==> config.mk <==
export PLATFORM = sky130hd
export DESIGN_NAME = apmu_ibex_wb_queue
export DESIGN_NICKNAME = d
export VERILOG_FILES = /design/src/rtl/apmu_ibex_wb_queue.sv
export SDC_FILE = /design/constraint.sdc
export NUM_CORES = 1
export LEC_CHECK = 0
export BUFFER_PORTS_ARGS = -buffer_cell sky130_fd_sc_hd__buf_2
export CAP_MARGIN = 5
export CORE_MARGIN = 5
export CORE_UTILIZATION = 44
export CTS_CLUSTER_SIZE = 30
export DETAILED_ROUTE_END_ITERATION = 8
export HOLD_SLACK_MARGIN = 0.12
export PLACE_DENSITY = 0.77
export SLEW_MARGIN = 20
export SYNTH_ARGS = -nofsm -noshare
export SYNTH_HDL_FRONTEND = slang
export SYNTH_SLANG_ARGS = --single-unit
==> constraint.sdc <==
create_clock -name clk_i -period 4.58 [get_ports clk_i]
set_input_delay 0.229 -clock clk_i [delete_from_list [all_inputs] [get_ports clk_i]]
set_output_delay 0.229 -clock clk_i [all_outputs]
set_load 0.005 [all_outputs]
==> src/rtl/apmu_ibex_wb_queue.sv <==
// apmu_ibex_wb_queue: in-order writeback queue between ID/EX and the register file.
// Entries retire from the head: OTHER entries as soon as they reach it, LOAD/STORE
// entries on the LSU response. The single RF write port is shared between the LSU,
// the head entry and a set of auxiliary writers. A small starvation counter keeps
// a steady stream of OTHER writes from locking out the auxiliary writers.
// Optional feature: define APMU_WB_FWD_EN to forward queued non-load results to the
// ID operands instead of stalling on them.

package apmu_ibex_wb_pkg;
    typedef enum logic [1:0] {
        WB_INSTR_LOAD  = 2'b00,
        WB_INSTR_STORE = 2'b01,
        WB_INSTR_OTHER = 2'b10
    } wb_instr_type_e;
endpackage

module apmu_ibex_wb_queue
    import apmu_ibex_wb_pkg::*;
#(
    parameter int unsigned DEPTH   = 2,
    parameter int unsigned NUM_AUX = 1
) (
    input  logic                         clk_i,
    input  logic                         rst_i,

    input  logic                         en_wb_i,
    output logic                         ready_wb_o,
    input  wb_instr_type_e               instr_type_wb_i,
    input  logic [31:0]                  pc_id_i,
    input  logic                         instr_is_compressed_id_i,
    input  logic                         instr_perf_count_id_i,

    input  logic [4:0]                   rf_waddr_id_i,
    input  logic [31:0]                  rf_wdata_id_i,
    input  logic                         rf_we_id_i,

    input  logic [31:0]                  rf_wdata_lsu_i,
    input  logic                         rf_we_lsu_i,
    input  logic                         lsu_resp_valid_i,
    input  logic                         lsu_resp_err_i,

    input  logic [NUM_AUX-1:0]           aux_req_i,
    input  logic [5*NUM_AUX-1:0]         aux_waddr_i,
    input  logic [32*NUM_AUX-1:0]        aux_wdata_i,
    output logic [NUM_AUX-1:0]           aux_gnt_o,

    input  logic [4:0]                   rf_raddr_a_i,
    input  logic [4:0]                   rf_raddr_b_i,
    output logic [1:0]                   rf_hazard_o,
    output logic [1:0]                   rf_fwd_valid_o,
    output logic [31:0]                  rf_fwd_a_o,
    output logic [31:0]                  rf_fwd_b_o,

    output logic [4:0]                   rf_waddr_wb_o,
    output logic [31:0]                  rf_wdata_wb_o,
    output logic                         rf_we_wb_o,

    output logic [31:0]                  pc_wb_o,
    output logic                         instr_done_wb_o,
    output logic                         outstanding_load_wb_o,
    output logic                         outstanding_store_wb_o,
    output logic                         perf_instr_ret_wb_o,
    output logic                         perf_instr_ret_compressed_wb_o,
    output logic [$clog2(DEPTH+1)-1:0]   occupancy_o
);

    localparam int unsigned PTR_W = (DEPTH > 1) ? $clog2(DEPTH) : 1;
    localparam int unsigned CNT_W = $clog2(DEPTH + 1);
    localparam int unsigned AUX_W = (NUM_AUX > 1) ? $clog2(NUM_AUX) : 1;

    typedef logic [PTR_W-1:0] ptr_t;
    typedef logic [CNT_W-1:0] cnt_t;

    wb_instr_type_e type_q  [DEPTH];
    logic [31:0]    pc_q    [DEPTH];
    logic           compr_q [DEPTH];
    logic           perf_q  [DEPTH];
    logic [4:0]     waddr_q [DEPTH];
    logic [31:0]    wdata_q [DEPTH];
    logic           we_q    [DEPTH];

    ptr_t       rd_ptr_q;
    ptr_t       wr_ptr_q;
    cnt_t       count_q;
    logic [1:0] starve_q;

    cnt_t           count_eff;
    wb_instr_type_e head_type;
    logic           head_valid;
    logic           head_other;
    logic           head_lsu;
    logic           head_wr;
    logic           head_done;
    logic           aux_any;
    logic           aux_hit;
    logic           aux_preempt;
    logic           lsu_wr;
    logic [NUM_AUX-1:0] aux_onehot;
    logic [4:0]     aux_addr;
    logic [31:0]    aux_data;
    logic           push;
    logic           retire;

    logic           found_a;
    logic           found_b;
`ifdef APMU_WB_FWD_EN
    logic           load_a;
    logic           load_b;
    logic [31:0]    data_a;
    logic [31:0]    data_b;
`endif

    function automatic ptr_t ptr_inc(input ptr_t p);
        return (p == ptr_t'(DEPTH - 1)) ? '0 : p + ptr_t'(1);
    endfunction

    // Reset hides the stored entries immediately, so every output is quiet while rst_i is high.
    assign count_eff   = rst_i ? '0 : count_q;
    assign occupancy_o = count_eff;

    // Head status, retire decision and lowest-index auxiliary request selection.
    always_comb begin
        head_valid  = (count_eff != '0);
        head_type   = type_q[rd_ptr_q];
        head_other  = head_valid && (head_type == WB_INSTR_OTHER);
        head_lsu    = head_valid && (head_type != WB_INSTR_OTHER);
        head_wr     = head_other && we_q[rd_ptr_q];
        aux_any     = !rst_i && (|aux_req_i);
        // A starved aux writer takes the port from a head OTHER write; that head waits a cycle.
        aux_preempt = head_wr && aux_any && (starve_q == 2'd3);
        lsu_wr      = head_lsu && lsu_resp_valid_i && rf_we_lsu_i;
        head_done   = head_other ? !aux_preempt : (head_lsu && lsu_resp_valid_i);

        aux_hit    = 1'b0;
        aux_onehot = '0;
        aux_addr   = '0;
        aux_data   = '0;
        for (int unsigned j = 0; j < NUM_AUX; j++) begin
            if (aux_req_i[AUX_W'(j)] && !aux_hit) begin
                aux_hit    = 1'b1;
                aux_onehot = NUM_AUX'(1) << j;
                aux_addr   = 5'(aux_waddr_i >> (5 * j));
                aux_data   = 32'(aux_wdata_i >> (32 * j));
            end
        end
    end

    // Single RF write port: LSU response, then head OTHER write, then auxiliary writer.
    always_comb begin
        rf_we_wb_o    = 1'b0;
        rf_waddr_wb_o = '0;
        rf_wdata_wb_o = '0;
        aux_gnt_o     = '0;
        if (lsu_wr) begin
            rf_we_wb_o    = 1'b1;
            rf_waddr_wb_o = waddr_q[rd_ptr_q];
            rf_wdata_wb_o = rf_wdata_lsu_i;
        end else if (head_wr && !aux_preempt) begin
            rf_we_wb_o    = 1'b1;
            rf_waddr_wb_o = waddr_q[rd_ptr_q];
            rf_wdata_wb_o = wdata_q[rd_ptr_q];
        end else if (aux_any) begin
            rf_we_wb_o    = 1'b1;
            rf_waddr_wb_o = aux_addr;
            rf_wdata_wb_o = aux_data;
            aux_gnt_o     = aux_onehot;
        end
    end

    // Handshake and retire strobes.
    always_comb begin
        retire                         = head_done;
        ready_wb_o                     = (count_eff < cnt_t'(DEPTH)) || head_done;
        push                           = !rst_i && en_wb_i && ready_wb_o;
        instr_done_wb_o                = head_done;
        perf_instr_ret_wb_o            = head_done && perf_q[rd_ptr_q]
                                         && !(lsu_resp_valid_i && lsu_resp_err_i);
        perf_instr_ret_compressed_wb_o = perf_instr_ret_wb_o && compr_q[rd_ptr_q];
        pc_wb_o                        = head_valid ? pc_q[rd_ptr_q] : '0;
    end

    // Walk valid entries oldest to youngest so the last match recorded is the youngest.
    always_comb begin
        int unsigned k;
        ptr_t        idx;
        logic        wr_like;
        k                      = 0;
        idx                    = '0;
        wr_like                = 1'b0;
        found_a                = 1'b0;
        found_b                = 1'b0;
        outstanding_load_wb_o  = 1'b0;
        outstanding_store_wb_o = 1'b0;
`ifdef APMU_WB_FWD_EN
        load_a = 1'b0;
        load_b = 1'b0;
        data_a = '0;
        data_b = '0;
`endif
        for (int unsigned i = 0; i < DEPTH; i++) begin
            k = 32'(rd_ptr_q) + i;
            if (k >= DEPTH) begin
                k = k - DEPTH;
            end
            idx = ptr_t'(k);
            if (cnt_t'(i) < count_eff) begin
                if (type_q[idx] == WB_INSTR_LOAD) begin
                    outstanding_load_wb_o = 1'b1;
                end
                if (type_q[idx] == WB_INSTR_STORE) begin
                    outstanding_store_wb_o = 1'b1;
                end
                wr_like = we_q[idx] || (type_q[idx] == WB_INSTR_LOAD);
                if (wr_like && (waddr_q[idx] == rf_raddr_a_i) && (rf_raddr_a_i != '0)) begin
                    found_a = 1'b1;
`ifdef APMU_WB_FWD_EN
                    load_a  = (type_q[idx] == WB_INSTR_LOAD);
                    data_a  = wdata_q[idx];
`endif
                end
                if (wr_like && (waddr_q[idx] == rf_raddr_b_i) && (rf_raddr_b_i != '0)) begin
                    found_b = 1'b1;
`ifdef APMU_WB_FWD_EN
                    load_b  = (type_q[idx] == WB_INSTR_LOAD);
                    data_b  = wdata_q[idx];
`endif
                end
            end
        end
    end

    // Operand hazard / forward decision from the youngest match.
    always_comb begin
`ifdef APMU_WB_FWD_EN
        rf_hazard_o    = {found_b && load_b, found_a && load_a};
        rf_fwd_valid_o = {found_b && !load_b, found_a && !load_a};
        rf_fwd_a_o     = (found_a && !load_a) ? data_a : '0;
        rf_fwd_b_o     = (found_b && !load_b) ? data_b : '0;
`else
        rf_hazard_o    = {found_b, found_a};
        rf_fwd_valid_o = '0;
        rf_fwd_a_o     = '0;
        rf_fwd_b_o     = '0;
`endif
    end

    // Pointer, occupancy and starvation bookkeeping.
    always_ff @(posedge clk_i) begin
        if (rst_i) begin
            rd_ptr_q <= '0;
            wr_ptr_q <= '0;
            count_q  <= '0;
            starve_q <= '0;
        end else begin
            if (push) begin
                wr_ptr_q <= ptr_inc(wr_ptr_q);
            end
            if (retire) begin
                rd_ptr_q <= ptr_inc(rd_ptr_q);
            end
            case ({push, retire})
                2'b10:   count_q <= count_q + cnt_t'(1);
                2'b01:   count_q <= count_q - cnt_t'(1);
                default: count_q <= count_q;
            endcase
            if (|aux_gnt_o) begin
                starve_q <= '0;
            end else if (aux_any && (starve_q != 2'd3)) begin
                starve_q <= starve_q + 2'd1;
            end
        end
    end

    // Entry payload; no reset needed because the occupancy count qualifies every read.
    always_ff @(posedge clk_i) begin
        if (push) begin
            type_q[wr_ptr_q]  <= instr_type_wb_i;
            pc_q[wr_ptr_q]    <= pc_id_i;
            compr_q[wr_ptr_q] <= instr_is_compressed_id_i;
            perf_q[wr_ptr_q]  <= instr_perf_count_id_i;
            waddr_q[wr_ptr_q] <= rf_waddr_id_i;
            wdata_q[wr_ptr_q] <= rf_wdata_id_i;
            we_q[wr_ptr_q]    <= rf_we_id_i;
        end
    end

endmodule

After elaboration in Yosys (flattened, before gate mapping)
Memory sizes are Yosys's and may differ from the RTL's. A register that Yosys moved wholly into a read port is not among the register bits. Cells that the tools add are included.

Memories kept: 7. Output and inout port bits: 147. Bits in writable memories: 148. Word-level logic and storage cells: 128. Register bits after elaboration: 6. Input bits: 160.

Memory list: pc_q (depth 2, bits a word 32, read ports 1, clocked after memory_dff 1, write ports 1, line 75) `logic [31:0] pc_q [DEPTH];`; wdata_q (depth 2, bits a word 32, read ports 1, clocked after memory_dff 1, write ports 1, line 79) `logic [31:0] wdata_q [DEPTH];`; waddr_q (depth 2, bits a word 5, read ports 3, clocked after memory_dff 1, write ports 1, line 78) `logic [4:0] waddr_q [DEPTH];`; type_q (depth 2, bits a word 2, read ports 3, clocked after memory_dff 1, write ports 1, line 74) `wb_instr_type_e type_q [DEPTH];`; compr_q (depth 2, bits a word 1, read ports 1, clocked after memory_dff 1, write ports 1, line 76) `logic compr_q [DEPTH];`; perf_q (depth 2, bits a word 1, read ports 1, clocked after memory_dff 1, write ports 1, line 77) `logic perf_q [DEPTH];`; 1 more memories.

Add/subtract/negate cells: 8. Reduce and logical (&&, ||, !) cells: 37. Muxes and demuxes: 55. Order comparisons: 5. Equality and inequality tests: 12.

Operators by type and width (number): $mux 32 (5); $mux 1 (44); $logic_and 1x1->1 (24); $eq 5x5->1 (4); $mux 5 (4); $reduce_bool 5->1 (2); $eq 2x1->1 const B (3); $eq 2x2->1 const B (3); $add 2x1->2 const B (2); $logic_not 2->1 (2); $lt 1x2->1 const A (2); $ne 2x2->1 const B (2); $pmux 2 s2 (1); $reduce_bool 2->1 (2); $logic_not 1->1 (3); $logic_or 1x1->1 (3); $add 1x1->1 const B (2); $add 1x1->2 const B (1); $ge 1x2->1 const B (1); $ge 2x2->1 const B (1); $lt 2x2->1 const B (1); $mux 2 (1); $reduce_or 2->1 (1); $sub 1x1->1 const B (2); $sub 2x1->2 const B (1).

Longest topological paths before layout
Word-level depth: 12. Gate-level depth with buffers: 10. Depth with buffers taken out: 8.

Least setup slack after synthesis
OpenSTA, ideal clock, no wires.

Path kind: register to register. From: memory type_q[1][1] (netlist bit). To: memory compr_q[0] (enable). Required time: 4073 ps. Clock period less this slack: 4928 ps. Cell stages (with the launch flop): 7. Library setup time: 507 ps. Path slack: -348 ps. Arrival time: 4421 ps. Buffers on the path: 1. Cell sequence: edfxtp_1 > and3b_1 > buf_6 > o2111a_1 > o21ai_0 > nand3b_1 > nor2_1.

RTL lines (line): from (decl) (74); to (decl) (76).

==> Implementation_results.wiki <==
{| class="wikitable"
! Metric !! Value
|-
| Initial DRC Count || 352
|-
| Pre-Repair DR Iteration Count || 5
|-
| Final setup fails || 0
|-
| Slew at the pin closest to its max-slew limit || 1.02 ns
|-
| Vias in the first global route || 5,627
|-
| Count of non-filler cells in the finished layout || 1,107
|-
| Total power || 3600 µW
|-
| HPWL after detailed placement || 13,300 µm
|-
| Critical setup path kind || reg -> out
|-
| Routed wire per std cell || 17.6 µm
|-
| Die X-Extent || 140 µm
|-
| Count of distinct cell types in the synthesized netlist || 47
|-
| Total via count in the routed design || 5,421
|-
| Drt total wl || 19,500 µm
|-
| Global route overflow || 0
|-
| Area of the core || 16,600 µm²
|-
| Most instantiated flip-flop cell in the synthesis netlist || edfxtp_1
|-
| Worst clock skew || 0.0120 ns
|-
| Post-synth ARST share || 0%
|-
| Maximum number of pins on one net before global-route repair || 65
|-
| Multi-input gate area in the final layout || 2440 µm²
|-
| Worst-path fanout max || 34
|-
| Top cell type's share of synthesized area || 60.0%
|-
| Hold-fix buffers at CTS || 75
|-
| Share of total power in sequential cells || 46.1%
|-
| DIE AREA || 19,500 µm²
|-
| Share of the cycle needed by the critical path after routing || 72.8%
|-
| Endpoint type of the worst setup path || output pin
|-
| CTS H-tree lvls || 4
|-
| PortBufs || 240
|-
| Wire length of the first global-routing pass || 29,600 µm
|-
| Worst Min Path Start || rst_i
|-
| Number of max-cap violations || 0
|-
| Total placed cells including tap cells || 1,000
|-
| Clk root buf || clkbuf_16
|-
| Category of the worst setup path launch point || register
|-
| Die height || 140 µm
|-
| Result of the run || finished, final reports clean
|-
| Mapped Cells || 568
|-
| Internal power of the cells || 2770 µW
|-
| Nets || 1,036
|-
| Minimum clock period || 3.33 ns
|-
| Data arrival time of the critical path || 3.10 ns
|-
| Worst-path clk slew || 0.06 ns
|-
| Leading post-synthesis cells by instance count || edfxtp_1, nor2_1, mux2i_1, buf_4, a21oi_1
|-
| Post-route DRC violation count || 0
|-
| Number of buffers inserted to repair setup after CTS || 0
|-
| Post-synth design cell area || 7410 µm²
|-
| Number of warning messages in the yosys log || 0
|-
| Hold worst-path end || rd_ptr_q$_SDFFE_PP0P_
|-
| Number of ports placed on the die boundary || 307
|-
| Number of buffers added by the clock tree synthesis step || 17
|-
| Post-synthesis average cell area || 13.0 µm²
|-
| Share of power burned in combinational logic || 14.0%
|-
| CTS tree || built
|-
| Worst slew margin || 31.2%
|-
| Sequential area share after synthesis || 61.9%
|-
| Number of gates given a new drive strength after cts || 0
|-
| Total Routing Usage GR || 19.3%
|-
| Yosys top cell by area || edfxtp_1
|-
| Top cells by area, synth || edfxtp_1, mux2i_1, buf_4, nor2_1, a221o_1
|-
| Worst r2r path cells || 6
|-
| Initial antenna violation count || 2
|-
| Final count of hold timing violations || 0
|-
| Filler Cell Count || 1,307
|-
| Worst-case vdd ir drop || 388 µV
|-
| Fraction of power consumed by the clock network || 39.9%
|-
| Achievable clock frequency || 0.300 GHz
|-
| Destination of the worst register-to-register timing path || type_q[1][0]$_DFFE_PP_
|-
| Class of the worst hold path || in -> reg
|-
| Starting density of the core || 44.7%
|-
| RSZ-0062 raised after global routing || false
|-
| Area growth from synthesis to final layout || 34.2%
|-
| Final-report max-slew violation count || 0
|-
| Net switching component of the power || 829 µW
|-
| Vias per cell || 4.90
|-
| PwrDens || 362 nW/µm²
|-
| Clock latency on the worst-skew pair || 0.41 ns
|-
| Cell with the most instances after synthesis || edfxtp_1
|-
| Worst-case register-to-register setup slack || 1.59 ns
|-
| Layout cells sized above 1 || 32.3%
|-
| Standard-cell rows || 47
|-
| Data required time of the worst path || 4.35 ns
|-
| Clock Tree Buf Depth || 2
|-
| Hold Path Depth || 2
|-
| # clock sinks || 155
|-
| Switching share of total power || 23.0%
|-
| Flop and latch count out of synthesis || 155
|-
| Leakage power summed over all cells || 0.00396 µW
|-
| Antenna violation net count after detailed routing || 0
|-
| Sequential cell area || 4590 µm²
|-
| RD Place Congestion || 0.828
|-
| Count of flip-flops with a built-in enable after synthesis || 148
|}
==> area by class of cell <==
cell class                      instances  share of cell area (%)
Antenna cell                            2                  0.0503
Tap cell                              220                    2.77
Multi-Input combinational cell        376                    24.5
Timing Repair Buffer                  321                    20.3
Clock inverter                         12                    1.75
Sequential cell                       155                    46.1
Inverter                                3                   0.113
Clock buffer                           18                    4.32
==> kinds of logic after synthesis <==
kind of cell	synth area share, %
mux	11.0
flops	61.9
fa+ha+maj	0.338
xor+xnor	2.72
other cells	0.0506
buf+inv	9.15
compound gates	6.97
simple gates	7.94
==> state kept, by name, summed over array words and instances (netlist names), named ones only <==
register and flops:
compr_q 2, count_q 2, pc_q 64, perf_q 2
rd_ptr_q 1, starve_q 2, type_q 4, waddr_q 10
wdata_q 64, we_q 2, wr_ptr_q 1
==> cells in the final DEF (no fill, tap or decap), types with 15 or more instances in the layout <==
cell,netlist,final
a21oi_1,20,20
a221o_1,17,17
a31oi_1,15,15
buf_2,2,240
clkbuf_16,0,17
conb_1,1,66
dlygate4sd3_1,0,75
edfxtp_1,148,148
mux2i_1,79,79
nor2_1,87,85
xnor2_1,16,16
==> metrics by stage <==
stage	util, %	instance area (µm²)	worst slack [ns]	hold WS, ns	setup TNS, ns
after floorplan	-	7650	-0.348	0.328	-51.55
after global placement	51.8	8590	1.67	0.417	0
after detailed placement	51.8	8590	1.61	0.420	0
after CTS	59.9	9940	1.24	0.133	0
after global routing	60.0	9940	1.04	0.153	0
final	60.0	9940	1.25	0.152	0
==> power by group through the flow <==
stage	Sequential [µW]	Clock [µW]	Combinational, µW
5_1_grt	1660	1530	550
2_1_floorplan	1670	0	309
4_1_cts	1660	1450	503
3_5_place_dp	1690	0	449
6_report	1660	1430	503
3_3_place_gp	1680	0	442
==> worst max-delay path, cell delays in order (launching register included) <==
cell	delay [ns]
dfxtp_4	0.69
and3b_1	0.45
or4_4	0.41
and3_1	0.71
a221o_1	0.28
buf_2	0.12
==> layer usage <==
layer | up-vias | share of wire (%) | GRT usage (%)
met5 | - | 0 | 0
met4 | 0 | 1.5 | 5.56
met3 | 22 | 7.8 | 4.94
met2 | 276 | 54 | 36.1
met1 | 2547 | 37 | 21.5
li1 | 2576 | - | -
==> worst max path at each step <==
stage               cells after the start               endpoint              startpoint  slack [ns]
CTS                                     7         rf_hazard_o[1]                register        1.24
floorplan                               6   compr_q[0]$_DFFE_PP_  type_q[1][1]$_DFFE_PP_       -0.35
global route                            5      rf_wdata_wb_o[18]                register        1.04
detailed placement                      6   pc_q[1][5]$_DFFE_PP_                register        1.61
finish                                  5      rf_wdata_wb_o[12]                register        1.25
global placement                        6  pc_q[1][10]$_DFFE_PP_                register        1.67
Note: power is estimated with default switching activity, not from simulation.
